`src/rtl/nibble_link_pkg.sv`:
```
// Shared definitions for the 4-bit nibble link, used by both the result
// transmitter and the instruction receiver.
package nibble_link_pkg;

  localparam int NIBBLE_W        = 4;
  localparam int NIBBLES_DEFAULT = 8;

  typedef enum logic [2:0] {
    IDLE    = 3'd0,
    SETUP   = 3'd1,
    REQ     = 3'd2,
    RELEASE = 3'd3,
    DONE    = 3'd4
  } link_state_e;

endpackage

```
`src/rtl/nibble_link_sync.sv`:
```
// Multi-flop synchroniser for an asynchronous link strobe; clears to 0 on reset.
module nibble_link_sync #(
  parameter int SYNC_STAGES = 2
) (
  input  logic clk,
  input  logic rst_n,
  input  logic d_in,
  output logic q_out
);

  logic [SYNC_STAGES-1:0] sync_q;
  logic [SYNC_STAGES-1:0] sync_d;

  always_comb begin
    sync_d = {sync_q[SYNC_STAGES-2:0], d_in};
  end

  always_ff @(posedge clk) begin
    if (!rst_n) sync_q <= '0;
    else        sync_q <= sync_d;
  end

  assign q_out = sync_q[SYNC_STAGES-1];

endmodule

```
`src/rtl/nibble_result_tx.sv`:
```
// Serialises one PCPI result word LSB-nibble first over a four-phase req/ack link.
// Define NIBBLE_TX_CHECKSUM_EN to append an XOR checksum nibble after the data.
//
// state   | meaning
// IDLE    | waiting for a result word, res_ready high
// SETUP   | nibble on pins, waiting for ack_s low before raising req
// REQ     | tx_req high, waiting for host ack_s high
// RELEASE | tx_req low, waiting for host ack_s low
// DONE    | word complete, tx_done high for this one cycle
module nibble_result_tx
  import nibble_link_pkg::*;
#(
  parameter int NIBBLES     = NIBBLES_DEFAULT,
  parameter int SYNC_STAGES = 2
) (
  input  logic                       clk,
  input  logic                       rst_n,
  input  logic                       res_valid,
  input  logic [NIBBLE_W*NIBBLES-1:0] res_data,
  output logic                       res_ready,
  output logic [NIBBLE_W-1:0]        tx_nibble,
  output logic                       tx_req,
  input  logic                       tx_ack,
  output logic [3:0]                 tx_index,
  output logic                       tx_busy,
  output logic                       tx_done
);

  localparam int DATA_W = NIBBLE_W * NIBBLES;
`ifdef NIBBLE_TX_CHECKSUM_EN
  localparam int CSUM_N = 1;
`else
  localparam int CSUM_N = 0;
`endif
  localparam int SR_W = DATA_W + NIBBLE_W * CSUM_N;
  localparam logic [3:0] LAST_IDX = 4'(NIBBLES + CSUM_N - 1);

  link_state_e       state_q, state_d;
  logic [SR_W-1:0]   shift_q, shift_d;
  logic [3:0]        tx_index_q, tx_index_d;
  logic              tx_req_q, tx_req_d;
  logic              tx_busy_q, tx_busy_d;
  logic              tx_done_q, tx_done_d;
  logic              ack_s;

  nibble_link_sync #(
    .SYNC_STAGES(SYNC_STAGES)
  ) u_ack_sync (
    .clk  (clk),
    .rst_n(rst_n),
    .d_in (tx_ack),
    .q_out(ack_s)
  );

`ifdef NIBBLE_TX_CHECKSUM_EN
  function automatic logic [NIBBLE_W-1:0] nib_xor(input logic [DATA_W-1:0] w);
    logic [NIBBLE_W-1:0] x;
    x = '0;
    for (int i = 0; i < NIBBLES; i++) x = x ^ w[i*NIBBLE_W +: NIBBLE_W];
    return x;
  endfunction
`endif

  assign res_ready = rst_n && (state_q == IDLE);

  always_comb begin
    state_d    = state_q;
    shift_d    = shift_q;
    tx_index_d = tx_index_q;

    case (state_q)
      IDLE: begin
        if (res_valid && res_ready) begin
          state_d    = SETUP;
          tx_index_d = '0;
`ifdef NIBBLE_TX_CHECKSUM_EN
          // Checksum rides above the data so plain shifting delivers it last.
          shift_d    = {nib_xor(res_data), res_data};
`else
          shift_d    = res_data;
`endif
        end
      end
      SETUP: begin
        if (!ack_s) state_d = REQ;
      end
      REQ: begin
        if (ack_s) state_d = RELEASE;
      end
      RELEASE: begin
        if (!ack_s) begin
          if (tx_index_q == LAST_IDX) begin
            state_d = DONE;
          end else begin
            state_d    = SETUP;
            shift_d    = shift_q >> NIBBLE_W;
            tx_index_d = tx_index_q + 4'd1;
          end
        end
      end
      DONE: begin
        state_d = IDLE;
      end
      default: begin
        state_d = IDLE;
      end
    endcase

    // Status flops follow the next state so they line up with state_q.
    tx_req_d  = (state_d == REQ);
    tx_busy_d = (state_d == SETUP) || (state_d == REQ) || (state_d == RELEASE);
    tx_done_d = (state_d == DONE);
  end

  always_ff @(posedge clk) begin
    if (!rst_n) begin
      state_q    <= IDLE;
      shift_q    <= '0;
      tx_index_q <= '0;
      tx_req_q   <= 1'b0;
      tx_busy_q  <= 1'b0;
      tx_done_q  <= 1'b0;
    end else begin
      state_q    <= state_d;
      shift_q    <= shift_d;
      tx_index_q <= tx_index_d;
      tx_req_q   <= tx_req_d;
      tx_busy_q  <= tx_busy_d;
      tx_done_q  <= tx_done_d;
    end
  end

  assign tx_nibble = shift_q[NIBBLE_W-1:0];
  assign tx_req    = tx_req_q;
  assign tx_index  = tx_index_q;
  assign tx_busy   = tx_busy_q;
  assign tx_done   = tx_done_q;

endmodule
```
`config.mk`:
```
export PLATFORM = sky130hd
export DESIGN_NAME = nibble_result_tx
export DESIGN_NICKNAME = d
export VERILOG_FILES = /design/src/rtl/nibble_link_pkg.sv /design/src/rtl/nibble_link_sync.sv /design/src/rtl/nibble_result_tx.sv
export SDC_FILE = /design/constraint.sdc
export NUM_CORES = 1
export LEC_CHECK = 0
export ABC_AREA = 1
export BUFFER_PORTS_ARGS = -buffer_cell sky130_fd_sc_hd__buf_2
export CAP_MARGIN = 25
export CORE_MARGIN = 1.5
export CORE_UTILIZATION = 45
export CTS_CLUSTER_SIZE = 16
export DETAILED_ROUTE_END_ITERATION = 10
export HOLD_SLACK_MARGIN = 0.08
export PLACE_DENSITY = 0.71
export SLEW_MARGIN = 20
export SYNTH_ARGS = -nofsm -noshare
export SYNTH_HDL_FRONTEND = slang
export SYNTH_SLANG_ARGS = --single-unit
```
`constraint.sdc`:
```
create_clock -name clk -period 2.05 [get_ports clk]
set_clock_uncertainty 0.2 [all_clocks]
set_input_delay 0.205 -clock clk [delete_from_list [all_inputs] [get_ports clk]]
set_output_delay 0.205 -clock clk [all_outputs]
set_load 0.01 [all_outputs]
```
# Word level (Yosys, flattened, before mapping)
# Cells that the tools add are included.
# totals
register_bits	44
input_bits	36
memories	0
elab_cells	40
mem_bits_ro	0
latchBits	0
out_inout_bits	12
ram_bits	0
# op_classes
shift	0
multipliers	0
eq_ne	11
mux	14
n_div	0
reduce_logical	7
bitwise_logic	0
add_sub_neg	1
order_cmp	0
# ops
op	n
32-bit 2-to-1 mux	3
32-bit case mux with 2 select lines	1
3-bit 2-to-1 mux	5
3-bit by 2-bit equality test with 1-bit output, second input constant	4
4-bit 2-to-1 mux	3
3-bit case mux with 4 select lines	1
4-bit case mux with 2 select lines	1
3-bit by 1-bit equality test with 1-bit output, second input constant	2
4-bit by 1-bit adder with 4-bit output, second input constant	1
4-bit by 3-bit equality test with 1-bit output, second input constant	1
2-bit != test, second input constant	2
4-bit AND reduction	1
3-bit equality test, second input constant	1
3-bit logical NOT	1
1-bit logical AND	2
1-bit logical OR	2
2-bit by 1-bit != test with 1-bit output, second input constant	1
2-bit nonzero test	1

# Logic depth before layout (Yosys ltp)
# Gate-level depths: netlist of run 1.
# logic_depth
ltp_word	8
depth_mapped	8

# Hierarchy
# A second synthesis of run 1 with hierarchy kept.
# unflattened
cells_unflattened	340
hier_area_um2	2219.6
# modules_own_cells
mod	n_inst	area_per_inst_um2	cells_each
nibble_result_tx	1	2164.6	334
nibble_link_sync	1	55.1	6

# Least setup slack after synthesis of run 1
# Ideal clock, no wire load.
# synth_path
path_type	register to register
from	register tx_index_q[0] (netlist: tx_index[0])
to	register tx_index_q[3] (netlist: tx_index[3])
setup_slack_ps	494
path_stages_with_launch	8
setup_ps	70
arrival_time_ps	1286
path_cell_list	dfxtp_1 ha_1 nand3_2 nand3_2 buf_6 buf_6 nand3_1 a21oi_1
# synth_between
elab_chain_cells	4
elab_cells_between_ends	7
# synth_lines
item	line_no	text
start, declared	nibble_result_tx.sv:40	logic [3:0] tx_index_q, tx_index_d;
start signal, assigned	nibble_result_tx.sv:126	tx_index_q <= tx_index_d;
4-bit by 1-bit adder with 4-bit output	nibble_result_tx.sv:97	tx_index_d = tx_index_q + 4'd1;
4-bit 2-to-1 mux	nibble_result_tx.sv:92	if (tx_index_q == LAST_IDX) begin
4-bit 2-to-1 mux	nibble_result_tx.sv:91	if (!ack_s) begin
4-bit case mux with 2 select lines	nibble_result_tx.sv:71	case (state_q)
# Several ways; a longest one is shown, not always the timed one. The select of a mux whose other input is x is not followed.
# A chain may end at the register's enable or synchronous reset.

# Worst setup path in the final report of run 1
# layout_path
from	input rst_n
to	output res_ready
# layout_between
elab_chain_cells	1
# layout_lines
item	line_no	text
start, declared	nibble_result_tx.sv:17	input logic rst_n,
1-bit logical AND	nibble_result_tx.sv:64	assign res_ready = rst_n && (state_q == IDLE);
end, declared	nibble_result_tx.sv:20	output logic res_ready,
# Every way passes these cells.

==> results of run 1 <==
[sequential cells by signal, indices dropped and copies added, names as in the netlist]
signal,flops
shift_q,32
state_q,3
tx_busy,1
tx_done,1
tx_index,4
tx_req,1
u_ack_sync.sync_q,2
[metrics by stage]
| stage | utilization [%] | hold WS, ps | instances | setup slack, ps | cell area (µm²) |
|---|---|---|---|---|---|
| 6_report | 62.44 | 282.9 | 435 | 93.33 | 2794 |
| 5_1_grt | 62.44 | 302.2 | 435 | 15.24 | 2794 |
| 4_1_cts | 62.30 | 219.1 | 435 | 53.78 | 2788 |
| 3_5_place_dp | 51.57 | 199.4 | 388 | 278.0 | 2307 |
| 3_3_place_gp | 51.57 | 190.0 | 388 | 312.9 | 2307 |
| 2_1_floorplan | - | 98.45 | 305 | 493.6 | 2150 |
[worst paths after layout]
path,from,to
min,shift_q[10]$_SDFFE_PN0P_,shift_q[10]$_SDFFE_PN0P_
max,rst_n,res_ready
min reg2reg,shift_q[10]$_SDFFE_PN0P_,shift_q[10]$_SDFFE_PN0P_
max reg2reg,tx_index[0]$_SDFFE_PN0P_,tx_busy$_SDFF_PN0_
[final cells by class]
| cell class | instances | area share [%] |
|---|---|---|
| inverter | 9 | 1.209 |
| timing repair buffer | 95 | 24.81 |
| tap | 52 | 2.329 |
| clock buffer | 8 | 3.224 |
| sequential | 44 | 31.53 |
| multi-input combinational | 227 | 36.90 |
[cell families (layout without fill, tap and decap cells)]
family / after synthesis / in the layout / share of synthesized area, %
compound gates: 39 / 39 / 9.197
fa+ha+maj: 1 / 1 / 0.5820
flops: 44 / 44 / 40.98
simple gates: 187 / 187 / 37.89
buf+inv: 34 / 112 / 11.35
[routing by layer]
metal	vias up	part of all wire, %	wire length, µm	global-route usage (%)
met5	-	0	0	0
met4	0	1.7	89	8.176
met3	10	4.8	245	4.722
met2	61	49	2516	37.55
met1	980	44	2260	24.35
li1	1140	-	-	-
[cell usage after synthesis (2+ instances only)]
cell	instances
buf_6	12
nand2_1	125
nand4_1	5
nand2_2	2
a21oi_1	36
nand3_2	5
clkbuf_1	4
inv_1	8
buf_2	3
nor3_1	2
dfxtp_1	44
nand3_1	35
nor4_1	3
nor2_1	8
buf_4	6
o21ai_0	2
[power groups by stage]
stage / combinational [µW] / clock, µW / sequential, µW
after floorplan: 150 / 0 / 933
after global placement: 201 / 0 / 934
after detailed placement: 203 / 0 / 936
after CTS: 259 / 575 / 915
after global routing: 293 / 614 / 922
final: 261 / 561 / 916
[timing repair]
item                                   4_1_cts  5_1_grt
endpoints found under the hold margin       36        0
hold buffers                                39        0
setup endpoints to repair                    0        1
gates resized for setup                      0        1
[worst min-delay path: stages (launching register included)]
cell and delay (ps):
dfxtp_1 310, nand3_1 70, a21oi_1 60
==> impl_results.md, run 1 <==
* Status: completed
* Peak VDD IR at approximately 420 µV
* Clock buffer count from CTS at 5
* Hold depth at 2
* Clock-pin transition on the worst setup and hold timing paths at around 80 ps
* Final total power at 1738 µW
* Post-synth EDFFs at 0
* Slew Limit Fails at 0
* Antenna violations before repair at 0
* Comb pwr share at 15.0%
* Final count of hold timing violations at 0
* Hold WC Path Type: reg -> reg
* # fillers at 405
* P&R area growth vs syn at 29.98%
* Fmax at 511.1 MHz
* Crit path kind: in -> out
* Dominant cells by area after synthesis: dfxtp_1 (41%), nand2_1 (22%), a21oi_1 (8.4%), nand3_1 (8.1%), buf_6 (6.3%)
* Fin crit share at around 95%
* DP Wirelength at 2957 µm
* Via-to-Cell Ratio at ~5.0
* CTS H-tree depth at 2
* Register share of total power at between 50% and 60%
* Final layout net count at around 420
* Remaining DRCs at 0
* Top cell type's share of synthesized area at 40.98%
* Gate Count Post-Synth at 305
* Top delay family on crit path: buffers and inverters
* Crit-path max FO at 41
* Cell Rows at 24
* Clock power frac at between 30% and 40%
* Flop-to-flop setup slack at 270 ps
* Root buffer cell: clkbuf_8
* CP Launch Type: input port
* CP endpoint kind: primary output
* ANT cells at 0
* Drt pass-1 iters at 4
* Slowest stage cell, crit path: dlygate4sd3_1
* Leak at ~0.0013 µW
* Yosys warnings at 0
* Vias in the first global route at 2,036
* Maximum Capacitance Violations at 0
* Switching Fraction at 25.06%
* Max stage delay on crit path at between 500 and 600 ps
* CP required at around 1600 ps
* DRT iter0 DRCs at approximately 120
* Reg2reg path depth at 7
* Most common cell after layout, fill and taps aside: nand2_1
* Clock sink total at 44
* Minimum clock period at between 1500 and 2000 ps
* Cell Int Power at ~1300 µW
* Mapped Nets at 342
* Post-Syn Area at about 2100 µm²
* Largest net degree at the start of global routing at between 40 and 50
* Final Setup Violations at 0
* Multi-input logic area at slightly above 1000 µm²
* Antenna-violating nets left at 0
* Most frequent cells in the layout: nand2_1 (125), buf_2 (47), dfxtp_1 (44), dlygate4sd3_1 (39), a21oi_1 (36)
* Power per cell area at ~620 nW/µm²
* Final wirelength at between 5000 and 6000 µm
* Via count at 2,191
* # IOs at 48
* Buffers & Inverters on Critical Path at 5
* Gr usage total at 21.00%
* Avg Cell Area, Syn at slightly above 7 µm²
* Biggest area consumer among synthesized cells: dfxtp_1
* Clock buffer depth at 2
* Reg area at 880.8 µm²
* Die span in x at ~72 µm
* Total setup buffers inserted after CTS at 0
* Final TNS setup at 0 ps
* First-pass GRT wire length at 8576 µm
* Relative slew margins at around 63%
* Crit-path cells: dlygate4sd3_1 > buf_2 > inv_2 > buf_4 > nor4_2 > buf_2
* Post-synth cell types at 21
* Clk_lat worst skew at 300 ps
* Crit. path cell count at 6
* Wirelength per Cell at around 12 µm
* Initial Util at 48.04%
* Sw power at 435.5 µW
* Cell repeated most along the worst path: buf_2
* DIE HEIGHT at 72.12 µm
* Die ar. at about 5200 µm²
* Gr ovfl total at 0
* Fraction of registers with async set/reset at 0%
* GPL Wtd Cong at 0.7513
* Worst endpoint data arrival time at 1550 ps
* I/O Buffers at 47
* Count of state elements after synthesis at 44
* Least-Margin Pin Slew at around 550 ps
* RSZ-0062 raised after global routing: no
* Primary FF master, synth: dfxtp_1
* Core area at 4474 µm²
* Share of post-route cells with drive strength above 1 at 19.06%
* TritonCTS clock tree: built
* Register area share after synthesis at 40.98%
Power figures use the tool's default switching activity.
==> inputs of run 2 (changes only) <==
- PLACE_DENSITY: 0.71 -> 0.74
- TNS_END_PERCENT: default -> 30
- clock period: 2.05 -> 1.77 ns (I/O delays scaled with it)
==> run 2 against run 1 <==
- clock-buffer cell count stayed put
- core utilization grew 1.2 points
- final area rose by 1.9%
- power increased by 17%
- sequential cell count is the same
- critical endpoint is now shift_q[29]$_SDFFE_PN0P_
==> impl_results.md, run 2 (synthesis gave the netlist of run 1 again) <==
* Crit-path max FO at 5 (-88%)
* Share of post-route cells with drive strength above 1 at 20.31% (+1.2 points)
* CP required at 1810 ps (+170 ps)
* Drt pass-1 iters at 4 (unchanged)
* Crit-path cells: nor2_2 > buf_4 > nand4_1 > dlygate4sd3_1 > a21oi_1
* Final TNS setup at 0 ps (unchanged)
* TritonCTS clock tree: built
* Status: completed
* Wirelength per Cell at 11.74 µm (-0.11%)
* Gr ovfl total at 0 (unchanged)
* Final count of hold timing violations at 0 (unchanged)
* First-pass GRT wire length at 8990 µm (+4.8%)
* DIE HEIGHT at 72.12 µm (unchanged)
* Most common cell after layout, fill and taps aside: nand2_1
* Most frequent cells in the layout: nand2_1 (125), buf_2 (47), dfxtp_1 (44), dlygate4sd3_1 (39), a21oi_1 (36)
* Sw power at 514.1 µW (+18%)
* DRT iter0 DRCs at 118 (unchanged)
* Cell Rows at 24 (unchanged)
* Final wirelength at 5176 µm (+1.3%)
* Hold depth at 5 (+3)
* Max stage delay on crit path at 580 ps (+60 ps)
* Register share of total power at 52.2% (-0.5 points)
* # IOs at 48 (unchanged)
* CP endpoint kind: flip-flop
* Slew Limit Fails at 0 (unchanged)
* Worst endpoint data arrival time at 1740 ps (+190 ps)
* Buffers & Inverters on Critical Path at 2 (-3)
* DP Wirelength at 3083 µm (+4.3%)
* Vias in the first global route at 2,126 (+4.4%)
* Top delay family on crit path: buffers and inverters
* Reg2reg path depth at 5 (-2)
* Reg2reg start: state_q[1]$_SDFF_PN0_
* Setup crit start: state_q[1]$_SDFF_PN0_
* GPL Wtd Cong at 0.7657 (+1.9%)
* Fmax at around 590 MHz
* Final Setup Violations at 0 (unchanged)
* Die ar. at 5201 µm² (unchanged)
* Least-Margin Pin Slew at 290.2 ps (-262.5 ps)
* Maximum Capacitance Violations at 0 (unchanged)
* Via count at 2,187 (-0.18%)
* Gr usage total at 21.71% (+0.71 points)
* # fillers at 393 (-3.0%)
* Antenna-violating nets left at 0 (unchanged)
* Remaining DRCs at 0 (unchanged)
* Peak VDD IR at 471.6 µV (+13%)
* Largest register FFs at 32 (unchanged)
* Antenna violations before repair at 0 (unchanged)
* Crit path kind: reg -> reg
* Clock buffer count from CTS at 5 (unchanged)
* Leak at 0.001302 µW (+2.8%)
* Final layout net count at 425 (+1.4%)
* Core area at 4474 µm² (unchanged)
* Clock power frac at 32.3% (about the same)
* Clock buffer depth at 2 (unchanged)
* Worst R2R End: shift_q[29]$_SDFFE_PN0P_
* Die span in x at 72.12 µm (unchanged)
* Comb pwr share at 15.5% (+0.5 points)
* Initial Util at 48.04% (unchanged)
* Slowest stage cell, crit path: dlygate4sd3_1
* Final total power at 2033 µW (+17%)
* RSZ-0062 raised after global routing: no
* Cell Int Power at 1519 µW (+17%)
* ANT cells at 0 (unchanged)
* Power per cell area at 713.8 nW/µm² (+15%)
* Relative slew margins at 80.66% (+18 points)
* Hold WC Path Type: in -> reg
* Root buffer cell: clkbuf_8
* Fin crit share at 96.36%
* CTS H-tree depth at 2 (unchanged)
* Hold WS at 108.1 ps (-174.8 ps)
* I/O Buffers at 47 (unchanged)
* Flop-to-flop setup slack at 60 ps (-210 ps)
* CP Launch Type: flip-flop
* Switching Fraction at 25.29% (+0.23 points)
* Largest Register: shift_q
* Minimum clock period at 1706 ps
* Hold Startpoint: rst_n
* P&R area growth vs syn at 32.48%
* Clock sink total at 44 (unchanged)
* Hold worst-path end: shift_q[28]$_SDFFE_PN0P_
* Largest net degree at the start of global routing at 29 (-31%)
* Clk_lat worst skew at 300 ps (about the same)
* Via-to-Cell Ratio at 4.959 (-1.5%)
* Clock-pin transition on the worst setup and hold timing paths at 80 ps (about the same)
run 2: layer usage:
layer	vias to the layer above	track usage [%]	wire (µm)
met5	-	0	0
met4	0	8.386	99
met3	9	3.472	182
met2	52	37.55	2458
met1	977	27.12	2435
li1	1149	-	-
run 2: power groups by stage:
stage          logic, µW  registers [µW]  clock network, µW
5_1_grt              355            1070                708
2_1_floorplan        174            1080                  0
6_report             315            1060                657
3_3_place_gp         241            1080                  0
4_1_cts              309            1060                660
3_5_place_dp         244            1080                  0
run 2: through the flow:
| step | area [µm²] | setup slack (ps) | cells | utilization (%) |
|---|---|---|---|---|
| 3_3_place_gp | 2357 | 204.3 | 393 | 52.68 |
| 3_5_place_dp | 2357 | 152.6 | 393 | 52.68 |
| 4_1_cts | 2838 | 48.77 | 440 | 63.42 |
| 2_1_floorplan | 2150 | 213.6 | 305 | - |
| 6_report | 2848 | 64.44 | 441 | 63.65 |
| 5_1_grt | 2848 | 4.637 | 441 | 63.65 |
run 2: worst register-to-register path, stage by stage (launching register included):
cell           delay, ps
dfxtp_1              350
nor2_2               140
buf_4                150
nand4_1               90
dlygate4sd3_1        580
a21oi_1              140
run 2: final cells by class:
cell class	instances	area (µm²)	share of cell area, %
multi-input cells	227	1027	36.07
flip-flops and latches	44	880.8	30.93
repair buffers	101	750.7	26.36
clock buffers	8	90.09	3.163
well taps	52	65.06	2.285
inverters	9	33.78	1.186
run 2: repair_timing:
| item | CTS | global route |
|---|---|---|
| hold buffers | 39 | 0 |
| buffers inserted | 0 | 1 |
| endpoints found under the hold margin | 36 | 0 |
| resized for setup | 0 | 1 |
| endpoints found under the setup margin | 0 | 3 |
run 2: worst max path at each step:
| stage | to | slack (ps) | cells past startpoint |
|---|---|---|---|
| after floorplan | tx_index[3]$_SDFFE_PN0P_ | 210 | 7 |
| after global placement | tx_busy$_SDFF_PN0_ | 200 | 7 |
| after detailed placement | tx_index[0]$_SDFFE_PN0P_ | 150 | 7 |
| after CTS | shift_q[29]$_SDFFE_PN0P_ | 50 | 5 |
| after global routing | shift_q[29]$_SDFFE_PN0P_ | 5 | 5 |
| final | shift_q[29]$_SDFFE_PN0P_ | 60 | 5 |
==> inputs of run 3 (changes only) <==
- CTS_BUF_LIST: default -> sky130_fd_sc_hd__clkbuf_16
- PLACE_DENSITY: 0.74 -> 0.68
- SYNTH_HIERARCHICAL: default -> 1
==> run 3 against run 2 <==
- sequential share of layout area shrank 1.6 points
- sequential power is essentially flat
- critical path depth is the same
- critical path type is now in -> out
==> impl_results.md, run 3 <==
* Share of post-route cells with drive strength above 1 at 17.22% (-3.1 points)
* Final layout net count at 454 (+6.8%)
* Post-route setup slack at 120.0 ps (+55.53 ps)
* Most common cell after layout, fill and taps aside: nand2_1
* DIE HEIGHT at 73.23 µm (+1.5%)
* Via count at 2,288 (+4.6%)
* RSZ-0062 raised after global routing: no
* Finished Cell Area at 3003 µm² (+5.4%)
* Cell Rows at 25 (+4.2%)
* Synth Area in XOR/XNOR at 0% (unchanged)
* Vias in the first global route at 1,975 (-7.1%)
* GPL Wtd Cong at 0.7850 (+2.5%)
* Clock buffer depth at 2 (unchanged)
* Reg2reg start: tx_index[1]$_SDFFE_PN0P_
* Final Setup Violations at 0 (unchanged)
* Post-synth cell types at 25 (+19%)
* Final count of hold timing violations at 0 (unchanged)
* Most frequent cells in the layout: nand2_1 (85), nor2_1 (62), buf_2 (47), dfxtp_1 (44), inv_1 (37)
* Clk_lat worst skew at 280 ps (-20 ps)
* Hold depth at 2 (-3)
* Multi-input logic area at 1056 µm² (+2.8%)
* Drt pass-1 iters at 4 (unchanged)
* Mapped Nets at 377 (+10%)
* Layout Cells excl Fill at 485 (+10%)
* Maximum Capacitance Violations at 0 (unchanged)
* Peak VDD IR at 409.0 µV (-13%)
* Cell repeated most along the worst path: buf_2
* Slew Limit Fails at 0 (unchanged)
* Clock buffer count from CTS at 5 (unchanged)
* Count of state elements after synthesis at 44 (unchanged)
* Adder-cell share of the synthesized area at 0.5637% (-0.018 points)
* Main combinational cell family by area after synthesis: simple AND/OR/NAND/NOR gates
* Register area share after synthesis at 39.68% (-1.3 points)
* Gr usage total at 20.86% (-0.85 points)
* Placed cell count at 442 (+12%)
* Crit path kind: in -> out
* DRT iter0 DRCs at 138 (+17%)
* Fraction of registers with async set/reset at 0% (unchanged)
* Antenna violations before repair at 0 (unchanged)
* Minimum clock period at 1650 ps (-55.53 ps)
* Core area at 4723 µm² (+5.6%)
* Hold WC Path Type: reg -> reg
* Place WS at 114.8 ps (-37.80 ps)
* Final total power at 2513 µW (+24%)
* Largest register FFs at 32 (unchanged)
* Reg area at 880.8 µm² (unchanged)
* CP endpoint kind: primary output
* Count leader, synth: nand2_1
* Remaining DRCs at 0 (unchanged)
* Primary FF master, synth: dfxtp_1
* Fin crit share at 93.22% (-3.1 points)
* Antenna-violating nets left at 0 (unchanged)
* Status: completed
* Cell Area, Placed at 2487 µm² (+5.5%)
* Post-Syn Area at 2220 µm² (+3.3%)
* Top cell type's share of synthesized area at 39.68% (-1.3 points)
* # fillers at 416 (+5.9%)
* Largest net degree at the start of global routing at 32 (+10%)
* Clock-pin transition on the worst setup and hold timing paths at 60 ps (-20 ps)
* Power per cell area at 837.0 nW/µm² (+17%)
* # IOs at 48 (unchanged)
* CP Launch Type: input port
* Clock sink total at 44 (unchanged)
* I/O Buffers at 47 (unchanged)
* Most frequent cells after synthesis: nand2_1 (85), nor2_1 (62), dfxtp_1 (44), inv_1 (37), nand3_1 (36)
* Slowest stage cell, crit path: dlygate4sd3_1
* TritonCTS clock tree: built
* Gr ovfl total at 0 (unchanged)
* Initial Util at 46.99% (-1.0 points)
* Crit-path max FO at 5 (unchanged)
* Final TNS setup at 0 ps (unchanged)
* CP required at 1390 ps (-420 ps)
* Hold Startpoint: u_ack_sync/sync_q[0]$_SDFF_PN0_
* Post-synth EDFFs at 0 (unchanged)
* Via-to-Cell Ratio at 4.718 (-4.9%)
* Worst endpoint data arrival time at 1270 ps (-470 ps)
* Die span in x at 73.23 µm (+1.5%)
* ANT cells at 0 (unchanged)
* Setup crit start: rst_n
* P&R area growth vs syn at 35.29%
* Yosys warnings at 6 (+6)
* Fmax at 606.1 MHz (+3.4%)
* Die ar. at 5363 µm² (+3.1%)
* DP Wirelength at 3141 µm (+1.9%)
* Gate Count Post-Synth at 340 (+11%)
* Relative slew margins at 78.06% (-2.6 points)
* Final wirelength at 5323 µm (+2.8%)
* Avg Cell Area, Syn at 6.528 µm² (-7.4%)
* Leak at 0.001518 µW (+17%)
* Crit-path cells: dlygate4sd3_1 > buf_2 > clkinv_1 > nor2_1 > buf_2
* Largest Register: shift_q
* Biggest area consumer among synthesized cells: dfxtp_1
* CTS H-tree depth at 2 (unchanged)
* Dominant cells by area after synthesis: dfxtp_1 (40%), nand2_1 (14%), nor2_1 (10%), nand3_1 (8.1%), inv_1 (6.3%)
* Compound-cell area share of the yosys netlist at 7.666% (-1.5 points)
* Multiplexer area fraction after synthesis at 0% (unchanged)
* First-pass GRT wire length at 8666 µm (-3.6%)
* Least-Margin Pin Slew at 326.0 ps (+35.87 ps)
* Max stage delay on crit path at 520 ps (-60 ps)
* Wirelength per Cell at 10.98 µm (-6.5%)
* Root buffer cell: clkbuf_16
* Synth Area in Simple Gates at 39.12% (+1.2 points)
* Reg2reg path depth at 7 (+2)
==> run 3: worst max-delay path: cells and delay by family <==
family | cells | cell delay, ps
buffers and inverters | 4 | 970
and+or+nand+nor | 1 | 130
==> run 3: cell families after synthesis <==
kind of cell,Yosys count
buffers and inverters,62
adders and majority gates,1
and+or+nand+nor,199
AOI/OAI and AO/OA,34
DFF,44
==> run 3: repair_timing <==
item | CTS | global route
endpoints found under the setup margin | 0 | 23
hold buffers | 35 | 0
setup buffers | 0 | 0
endpoints found under the hold margin | 37 | 0
resized for setup | 0 | 1
==> run 3: power by group <==
part / switching [µW] / internal, µW / leakage [µW] / total [µW]
clock network: 376 / 656 / 0.0000789 / 1030
registers: 23.5 / 1060 / 0.000361 / 1080
logic: 206 / 195 / 0.00108 / 401
total: 605 / 1910 / 0.00152 / 2510
==> run 3: stage by stage <==
step           util (%)  hold WS, ps
2_1_floorplan         -        70.45
3_3_place_gp      52.66        161.8
3_5_place_dp      52.66        168.3
4_1_cts           63.52        213.7
5_1_grt           63.58        232.6
6_report          63.58        211.6
==> run 3: layer usage <==
metal,track usage [%],vias to the layer above,part of all wire [%]
li1,-,1206,-
met1,25.88,1012,46
met2,33.64,59,48
met3,5.249,11,4.3
met4,10.06,0,2.1
met5,0,-,0
==> run 3: worst paths after layout <==
path | end | slack, ps
setup / recovery | res_ready | 120
hold / removal | u_ack_sync/sync_q[1]$_SDFF_PN0_ | 210
setup reg to reg | shift_q[22]$_SDFFE_PN0P_ | 150
hold reg to reg | u_ack_sync/sync_q[1]$_SDFF_PN0_ | 210
==> run 3: cell type report <==
type	instances	area share (%)
Clock inverter	3	1.250
Clock buffer	5	4.167
Multi-Input combinational cell	234	35.17
Sequential cell	44	29.33
Inverter	39	5.042
Tap cell	67	2.792
Timing Repair Buffer	93	22.25
